`src/rtl/ipv4_header_rx.sv`:
```
// IPv4 receive stage: sorts L3 beats by ethertype, validates and filters the IPv4 header,
// forwards only payload trimmed to total length. Define IPV4_CHECKSUM_EN to check the header checksum.
module ipv4_header_rx #(
    parameter int          N     = 2,
    parameter logic [31:0] MY_IP = 32'hC0A8_0102
) (
    input  logic         clk,
    input  logic         rst,
    input  logic         axiiv,
    input  logic [N-1:0] axiid,
    input  logic         ethertype_in,
    output logic         axiov,
    output logic [N-1:0] axiod,
    output logic [31:0]  src_ip_out,
    output logic [31:0]  dst_ip_out,
    output logic [7:0]   protocol_out,
    output logic [15:0]  packet_length_out,
    output logic         header_valid_out,
    output logic         err_out
);

    localparam int         B         = 8 / N;
    localparam logic [2:0] LAST_BEAT = 3'(B - 1);

    localparam logic [2:0] S_IDLE    = 3'd0;
    localparam logic [2:0] S_HEADER  = 3'd1;
    localparam logic [2:0] S_OPTIONS = 3'd2;
    localparam logic [2:0] S_PAYLOAD = 3'd3;
    localparam logic [2:0] S_DROP    = 3'd4;

    logic [2:0]  r_state;
    logic [2:0]  r_beat;
    logic [15:0] r_bcnt;
    logic [15:0] r_tl;
    logic [3:0]  r_ihl;
    logic [7:0]  r_proto;
    logic [31:0] r_src;
    logic [31:0] r_dst;

    logic [7:0]  w_byte;
    logic        w_hdr_state;
    logic        w_proc;
    logic        w_byte_done;
    logic        w_hdr_byte;
    logic        w_hdr_end;
    logic        w_fwd;
    logic        w_csum_ok;
    logic        w_dst_ok;
    logic        w_tl_short;
    logic [15:0] w_hdr_len;
    logic [31:0] w_dst_next;
    logic [31:0] w_dst_full;

    // Bytes arrive LSB beat first, so each new beat lands on top of the older ones.
    generate
        if (N == 8) begin : g_byte8
            assign w_byte = axiid;
        end else begin : g_shift
            logic [7-N:0] r_shift;
            assign w_byte = {axiid, r_shift};
            always_ff @(posedge clk or posedge rst) begin
                if (rst) begin
                    r_shift <= '0;
                end else if (w_proc) begin
                    r_shift <= w_byte[7:N];
                end
            end
        end
    endgenerate

    assign w_hdr_state = (r_state == S_HEADER) || (r_state == S_OPTIONS);
    assign w_proc      = axiiv && (((r_state == S_IDLE) && !ethertype_in) ||
                                   w_hdr_state || (r_state == S_PAYLOAD));
    assign w_byte_done = w_proc && (r_beat == LAST_BEAT);
    assign w_hdr_byte  = w_byte_done && ((r_state == S_IDLE) || (r_state == S_HEADER));
    assign w_hdr_len   = {10'd0, r_ihl, 2'b00};
    assign w_hdr_end   = w_byte_done && w_hdr_state && (r_bcnt >= 16'd19) &&
                         (r_bcnt == w_hdr_len - 16'd1);
    // With IHL=5 the last destination byte is still in flight at the decision point.
    assign w_dst_next  = {r_dst[23:0], w_byte};
    assign w_dst_full  = (r_bcnt == 16'd19) ? w_dst_next : r_dst;
    assign w_dst_ok    = (w_dst_full == MY_IP) || (w_dst_full == '1);
    assign w_tl_short  = r_tl < w_hdr_len;
    assign w_fwd       = axiiv && (r_state == S_PAYLOAD) && (r_bcnt < r_tl);

`ifdef IPV4_CHECKSUM_EN
    logic [7:0]  r_hi;
    logic [15:0] r_csum;
    logic [16:0] w_sum;
    logic [15:0] w_csum_next;

    assign w_sum       = {1'b0, r_csum} + {1'b0, r_hi, w_byte};
    assign w_csum_next = w_sum[15:0] + {15'd0, w_sum[16]};
    assign w_csum_ok   = (w_csum_next == 16'hFFFF);

    always_ff @(posedge clk or posedge rst) begin
        if (rst) begin
            r_hi   <= '0;
            r_csum <= '0;
        end else if (!axiiv) begin
            r_hi   <= '0;
            r_csum <= '0;
        end else if (w_byte_done && (r_state != S_PAYLOAD)) begin
            if (!r_bcnt[0]) begin
                r_hi <= w_byte;
            end else begin
                r_csum <= w_csum_next;
            end
        end
    end
`else
    assign w_csum_ok = 1'b1;
`endif

    always_ff @(posedge clk or posedge rst) begin
        if (rst) begin
            r_state           <= S_IDLE;
            r_beat            <= '0;
            r_bcnt            <= '0;
            r_tl              <= '0;
            r_ihl             <= '0;
            r_proto           <= '0;
            r_src             <= '0;
            r_dst             <= '0;
            axiov             <= 1'b0;
            axiod             <= '0;
            src_ip_out        <= '0;
            dst_ip_out        <= '0;
            protocol_out      <= '0;
            packet_length_out <= '0;
            header_valid_out  <= 1'b0;
            err_out           <= 1'b0;
        end else begin
            header_valid_out <= 1'b0;
            err_out          <= 1'b0;
            axiov            <= w_fwd;
            axiod            <= w_fwd ? axiid : '0;

            if (!axiiv) begin
                r_state <= S_IDLE;
                r_beat  <= '0;
                r_bcnt  <= '0;
                err_out <= w_hdr_state || ((r_state == S_PAYLOAD) && (r_bcnt < r_tl));
            end else begin
                if (w_proc) begin
                    r_beat <= (r_beat == LAST_BEAT) ? 3'd0 : r_beat + 3'd1;
                end
                if (w_byte_done) begin
                    r_bcnt <= r_bcnt + 16'd1;
                end

                if (w_hdr_byte) begin
                    case (r_bcnt)
                        16'd2:  r_tl[15:8] <= w_byte;
                        16'd3:  r_tl[7:0]  <= w_byte;
                        16'd9:  r_proto    <= w_byte;
                        16'd12, 16'd13, 16'd14, 16'd15: r_src <= {r_src[23:0], w_byte};
                        16'd16, 16'd17, 16'd18, 16'd19: r_dst <= w_dst_next;
                        default: ;
                    endcase
                end

                case (r_state)
                    S_IDLE:    r_state <= ethertype_in ? S_DROP : S_HEADER;
                    S_HEADER:  if (w_byte_done && (r_bcnt == 16'd19) && (r_ihl > 4'd5))
                                   r_state <= S_OPTIONS;
                    S_PAYLOAD: if (!w_fwd || (w_byte_done && (r_bcnt + 16'd1 == r_tl)))
                                   r_state <= S_DROP;
                    default: ;
                endcase

                if (w_hdr_byte && (r_bcnt == 16'd0)) begin
                    r_ihl <= w_byte[3:0];
                    if ((w_byte[7:4] != 4'd4) || (w_byte[3:0] < 4'd5)) begin
                        err_out <= 1'b1;
                        r_state <= S_DROP;
                    end
                end

                // Error checks outrank the address filter so a corrupt header never passes silently.
                if (w_hdr_end) begin
                    if (w_tl_short || !w_csum_ok) begin
                        err_out <= 1'b1;
                        r_state <= S_DROP;
                    end else if (!w_dst_ok) begin
                        r_state <= S_DROP;
                    end else begin
                        r_state           <= S_PAYLOAD;
                        header_valid_out  <= 1'b1;
                        src_ip_out        <= r_src;
                        dst_ip_out        <= w_dst_full;
                        protocol_out      <= r_proto;
                        packet_length_out <= r_tl;
                    end
                end
            end
        end
    end

endmodule

```
`config.mk`:
```
export PLATFORM = sky130hd
export DESIGN_NAME = ipv4_header_rx
export DESIGN_NICKNAME = d
export VERILOG_FILES = /design/src/rtl/ipv4_header_rx.sv
export SDC_FILE = /design/constraint.sdc
export NUM_CORES = 1
export LEC_CHECK = 0
export ABC_CLOCK_PERIOD_IN_PS = 7520
export CAP_MARGIN = 10
export CORE_MARGIN = 2
export CORE_UTILIZATION = 55
export CTS_CLUSTER_DIAMETER = 60
export CTS_CLUSTER_SIZE = 16
export DETAILED_ROUTE_END_ITERATION = 12
export MAX_ROUTING_LAYER = met4
export PLACE_DENSITY_LB_ADDON = 0.2
export SYNTH_ARGS = -nofsm -noshare
export SYNTH_HDL_FRONTEND = slang
export SYNTH_SLANG_ARGS = --single-unit
```
`constraint.sdc`:
```
create_clock -name clk -period 7.52 [get_ports clk]
set_clock_uncertainty 0.2 [all_clocks]
set_input_delay 0.752 -clock clk [delete_from_list [all_inputs] [get_ports clk]]
set_output_delay 0.752 -clock clk [all_outputs]
set_load 0.02 [all_outputs]
```
==> impl_metrics.xml <==
<?xml version="1.0" encoding="UTF-8"?>
<metrics>
  <group name="global_routing">
    <metric name="global_route.usage.met1" unit="%">33.6</metric>
    <metric name="global_route.usage.met2" unit="%">36.0</metric>
    <metric name="globalRouteTotalUtil" unit="%">23.8</metric>
    <metric name="busiest_grt_layer" unit="">met2</metric>
    <metric name="grt_first_pass_wirelength" unit="um">36400</metric>
    <metric name="global_route.overflow_total" unit="">0</metric>
    <metric name="grt_pass1_vias" unit="">6620</metric>
    <metric name="grt_met3_use" unit="%">3.21</metric>
    <metric name="grt_start_max_net_pins" unit="">133</metric>
    <metric name="grt_antenna_before_repair" unit="">0</metric>
  </group>
  <group name="floorplan">
    <metric name="num_io_pins" unit="">99</metric>
    <metric name="starting_density" unit="%">56.4</metric>
    <metric name="core.rowCount" unit="">49</metric>
    <metric name="die-height" unit="um">140</metric>
    <metric name="floorplan.die.width" unit="um">140</metric>
    <metric name="core_area" unit="um^2">18000</metric>
    <metric name="die_area" unit="um^2">19600</metric>
  </group>
  <group name="finish">
    <metric name="layout.nets" unit="">899</metric>
    <metric name="fillers" unit="">1381</metric>
    <metric name="insertedDiodeCount" unit="">0</metric>
    <metric name="layout-drive-gt1-share" unit="%">17.2</metric>
    <metric name="area_growth_syn_to_layout" unit="%">14.9</metric>
    <metric name="multi_input_comb_area" unit="um^2">4340</metric>
    <metric name="seq_area" unit="um^2">5330</metric>
  </group>
  <group name="sta">
    <metric name="max_freq" unit="MHz">230</metric>
    <metric name="unrepaired_setup_endpoints_after_global_routing" unit="">no</metric>
    <metric name="final.min_clock_period" unit="ps">4360</metric>
    <metric name="report.final.hold_viol_count" unit="">0</metric>
    <metric name="layout_worst_path_cycle_share" unit="%">57.9</metric>
    <metric name="max_slew.worst_pin.slew" unit="ps">1170</metric>
    <metric name="setup-tns-final" unit="ps">0</metric>
    <metric name="final-setup-viol-count" unit="">0</metric>
    <metric name="max-slew-margin-rel" unit="%">21.1</metric>
    <metric name="drv_slew" unit="">0</metric>
    <metric name="fin_ws" unit="ps">3160</metric>
  </group>
  <group name="critical_path">
    <metric name="worst_path_required" unit="ps">7700</metric>
    <metric name="arrival" unit="ps">4540</metric>
    <metric name="timing_worst_setup_path_type" unit="">flip-flop to flip-flop</metric>
    <metric name="r2r.worst_path.cells" unit="">9</metric>
    <metric name="slowest_delay" unit="ps">660</metric>
    <metric name="cp_max_fo" unit="">67</metric>
    <metric name="timing.critical_path.cells" unit="">ha_1 -&gt; nor4bb_1 -&gt; nand4_1 -&gt; nor3_1 -&gt; a21oi_1 -&gt; nor4b_2 -&gt; and2_2 -&gt; buf_4 -&gt; mux2_2</metric>
    <metric name="setup.reg_to_reg.worst_slack" unit="ps">3160</metric>
    <metric name="timing.critical_path.from_type" unit="">flip-flop</metric>
    <metric name="timing.critical_path.to_type" unit="">flip-flop</metric>
    <metric name="critPathSlowestCell" unit="">sky130_fd_sc_hd__buf_4</metric>
    <metric name="critical_path.reg2reg.endpoint" unit="">src_ip_out[29]</metric>
    <metric name="worst_r2r_startpoint" unit="">r_bcnt[1]</metric>
  </group>
  <group name="hold_path">
    <metric name="min-delay-start" unit="">dst_ip_out[31]</metric>
    <metric name="worstHoldPathCells" unit="">1</metric>
    <metric name="worst_hold_path_type" unit="">flip-flop to flip-flop</metric>
    <metric name="hold_end" unit="">dst_ip_out[31]</metric>
  </group>
  <group name="synth">
    <metric name="yosysSeqAreaShare" unit="%">52.5</metric>
    <metric name="yosys-top-cells-area" unit="">sky130_fd_sc_hd__dfrtp_1 52%, sky130_fd_sc_hd__mux2_4 8.6%, sky130_fd_sc_hd__mux2_1 5.0%, sky130_fd_sc_hd__mux2_2 5.0%, sky130_fd_sc_hd__ha_1 3.2%</metric>
    <metric name="synth_area_leader_cell" unit="">sky130_fd_sc_hd__dfrtp_1</metric>
    <metric name="ys_dominant_reg_cell" unit="">sky130_fd_sc_hd__dfrtp_1</metric>
    <metric name="synth.lib_cells_used.distinct" unit="">68</metric>
    <metric name="netlist.area_leader.share" unit="%">52.5</metric>
    <metric name="synth_async_sr_flop_share" unit="%">100</metric>
    <metric name="synth_most_common_cell" unit="">sky130_fd_sc_hd__dfrtp_1</metric>
    <metric name="yosys_register_bits" unit="">213</metric>
    <metric name="syn_area_per_cell" unit="um^2">12.8</metric>
    <metric name="postSynthCellCount" unit="">791</metric>
    <metric name="netlist_top_cells_count" unit="">213 x sky130_fd_sc_hd__dfrtp_1, 58 x sky130_fd_sc_hd__mux2_4, 45 x sky130_fd_sc_hd__mux2_1, 45 x sky130_fd_sc_hd__mux2_2, 36 x sky130_fd_sc_hd__nand2_1</metric>
    <metric name="postSynthNetCount" unit="">823</metric>
    <metric name="synthesis.yosys.warnings" unit="">0</metric>
    <metric name="post_synth_instance_area" unit="um^2">10200</metric>
    <metric name="synth_enable_flop_cells" unit="">0</metric>
  </group>
  <group name="cts">
    <metric name="clkSinkCount" unit="">213</metric>
    <metric name="clkLatencyLatePin" unit="ps">500</metric>
    <metric name="cts_tree" unit="">built</metric>
    <metric name="cts.repair_timing.setup_buffer_count" unit="">0</metric>
    <metric name="cts_made_buffers" unit="">19</metric>
    <metric name="cts_hold_buffers" unit="">0</metric>
    <metric name="htreeDepth" unit="">1</metric>
    <metric name="post_cts_resize_count" unit="">0</metric>
    <metric name="cts-root-to-sink-buffers" unit="">3</metric>
    <metric name="cts_root_buffer" unit="">sky130_fd_sc_hd__clkbuf_16</metric>
    <metric name="clkSlewWorstSetupHoldPaths" unit="ps">70</metric>
  </group>
  <group name="placed_design">
    <metric name="preCtsSetupSlack" unit="ps">2820</metric>
    <metric name="number_of_buffers_added_on_ports" unit="">98</metric>
    <metric name="routabilityCongestion" unit="">0.989</metric>
    <metric name="place.detailed.hpwl" unit="um">15300</metric>
  </group>
  <group name="routing">
    <metric name="post-route-drc-count" unit="">0</metric>
    <metric name="detailroute.via_count" unit="">6431</metric>
    <metric name="ant_nets" unit="">0</metric>
    <metric name="average_routed_wire_per_standard_cell" unit="um">20.4</metric>
    <metric name="1st_iter_drt_viols" unit="">377</metric>
    <metric name="first_pass_iters" unit="">4</metric>
    <metric name="route.final.wire_length" unit="um">22500</metric>
    <metric name="vias_per_cell" unit="">5.84</metric>
  </group>
  <group name="power">
    <metric name="leakagePower" unit="nW">5.54</metric>
    <metric name="power.density_cell_area" unit="nW/um^2">200</metric>
    <metric name="irDropWorstVdd" unit="mV">0.199</metric>
  </group>
  <group name="job">
    <metric name="max_cap_violations" unit="">0</metric>
  </group>
  <group name="status">
    <metric name="outcome" unit="">completed</metric>
  </group>
</metrics>
area by class of cell:
class                      instances  share of cell area, %
clock inverter                     7                  0.976
tap                              229                   2.46
clock buffer                      20                   4.11
multi-input combinational        503                   37.2
timing repair buffer             101                   8.60
sequential                       213                   45.7
inverter                          29                  0.997
cell usage in the layout, fill, tap and decap left out, types with 4 or more instances in the layout:
| cell | n |
|---|---|
| sky130_fd_sc_hd__xor2_1 | 16 |
| sky130_fd_sc_hd__nor2_1 | 35 |
| sky130_fd_sc_hd__and2_1 | 4 |
| sky130_fd_sc_hd__a21oi_1 | 11 |
| sky130_fd_sc_hd__o2111ai_1 | 5 |
| sky130_fd_sc_hd__inv_1 | 27 |
| sky130_fd_sc_hd__ha_1 | 26 |
| sky130_fd_sc_hd__nor4_1 | 14 |
| sky130_fd_sc_hd__a211oi_1 | 4 |
| sky130_fd_sc_hd__mux2i_1 | 6 |
| sky130_fd_sc_hd__xnor2_1 | 23 |
| sky130_fd_sc_hd__clkdlybuf4s50_1 | 98 |
| sky130_fd_sc_hd__mux2_2 | 45 |
| sky130_fd_sc_hd__dfrtp_1 | 213 |
| sky130_fd_sc_hd__nand2b_1 | 13 |
| sky130_fd_sc_hd__o21a_1 | 26 |
| sky130_fd_sc_hd__nand4_1 | 20 |
| sky130_fd_sc_hd__o21ai_0 | 15 |
| sky130_fd_sc_hd__a21o_1 | 7 |
| sky130_fd_sc_hd__or4_1 | 5 |
| sky130_fd_sc_hd__nor3_1 | 16 |
| sky130_fd_sc_hd__and3_1 | 7 |
| sky130_fd_sc_hd__mux2_4 | 58 |
| sky130_fd_sc_hd__mux2_1 | 45 |
| sky130_fd_sc_hd__nand3_1 | 15 |
| sky130_fd_sc_hd__clkbuf_16 | 19 |
| sky130_fd_sc_hd__nand2_1 | 36 |
critical path: cells and delay by family, from the launching register on:
| family | cells | cell delay, ps |
|---|---|---|
| adders and majority gates | 1 | 630 |
| AOI/OAI and AO/OA | 1 | 100 |
| DFF | 1 | 480 |
| and+or+nand+nor | 5 | 1710 |
| muxes | 1 | 410 |
| buffers and inverters | 1 | 660 |
per-layer routing:
metal	wire [um]	vias to the layer above
met2	10400	171
met5	0	-
met1	10400	3239
met4	666	0
li1	-	2972
met3	1030	49
registers in the layout (all words and copies together) (netlist names):
| register | flops |
|---|---|
| dst_ip_out | 32 |
| r_dst | 32 |
| r_src | 32 |
| src_ip_out | 32 |
| packet_length_out | 16 |
| r_bcnt | 16 |
| r_tl | 16 |
| protocol_out | 8 |
| r_proto | 8 |
| g_shift.r_shift | 6 |
| r_ihl | 4 |
| r_beat | 3 |
| r_state | 3 |
| axiod | 2 |
| axiov | 1 |
| err_out | 1 |
| header_valid_out | 1 |
worst max path at each step:
| stage | endpoint | slack [ps] | startpoint |
|---|---|---|---|
| global route | src_ip_out[29] | 2920 | r_bcnt[1] |
| detailed placement | src_ip_out[28] | 2820 | axiiv |
| CTS | src_ip_out[28] | 3200 | r_bcnt[1] |
| global placement | src_ip_out[29] | 3030 | axiiv |
| finish | src_ip_out[29] | 3160 | r_bcnt[1] |
| floorplan | axiod[0] | 750 | rst |
cells by family after synthesis:
family / synth area share, %
buffers and inverters: 4.83
multiplexers: 19.1
AND/OR/NAND/NOR: 10.5
AO/OA/AOI/OAI: 6.45
adder cells (fa/ha/maj): 3.20
XOR/XNOR: 3.36
flip-flops: 52.5
power by group:
| group | switching [W] | internal [W] | total [W] | leakage [nW] |
|---|---|---|---|---|
| registers | 0.0000662 | 0.00117 | 0.00124 | 2.94 |
| clock network | 0.000428 | 0.000536 | 0.000964 | 0.290 |
| logic | 0.0000786 | 0.0000527 | 0.000131 | 2.30 |
| total | 0.000573 | 0.00176 | 0.00233 | 5.54 |
stage by stage:
stage	power, W	cell area (um^2)	util (%)	hold WS [ps]	cells
6_report	0.00233	11700	64.7	267	1102
5_1_grt	0.00242	11700	64.7	293	1102
4_1_cts	0.00236	11700	64.7	270	1102
3_5_place_dp	0.00139	11100	61.4	254	1075
3_3_place_gp	0.00138	11100	61.4	252	1075
2_1_floorplan	0.00133	10200	-	260	791
(Power assumes the default switching activity.)
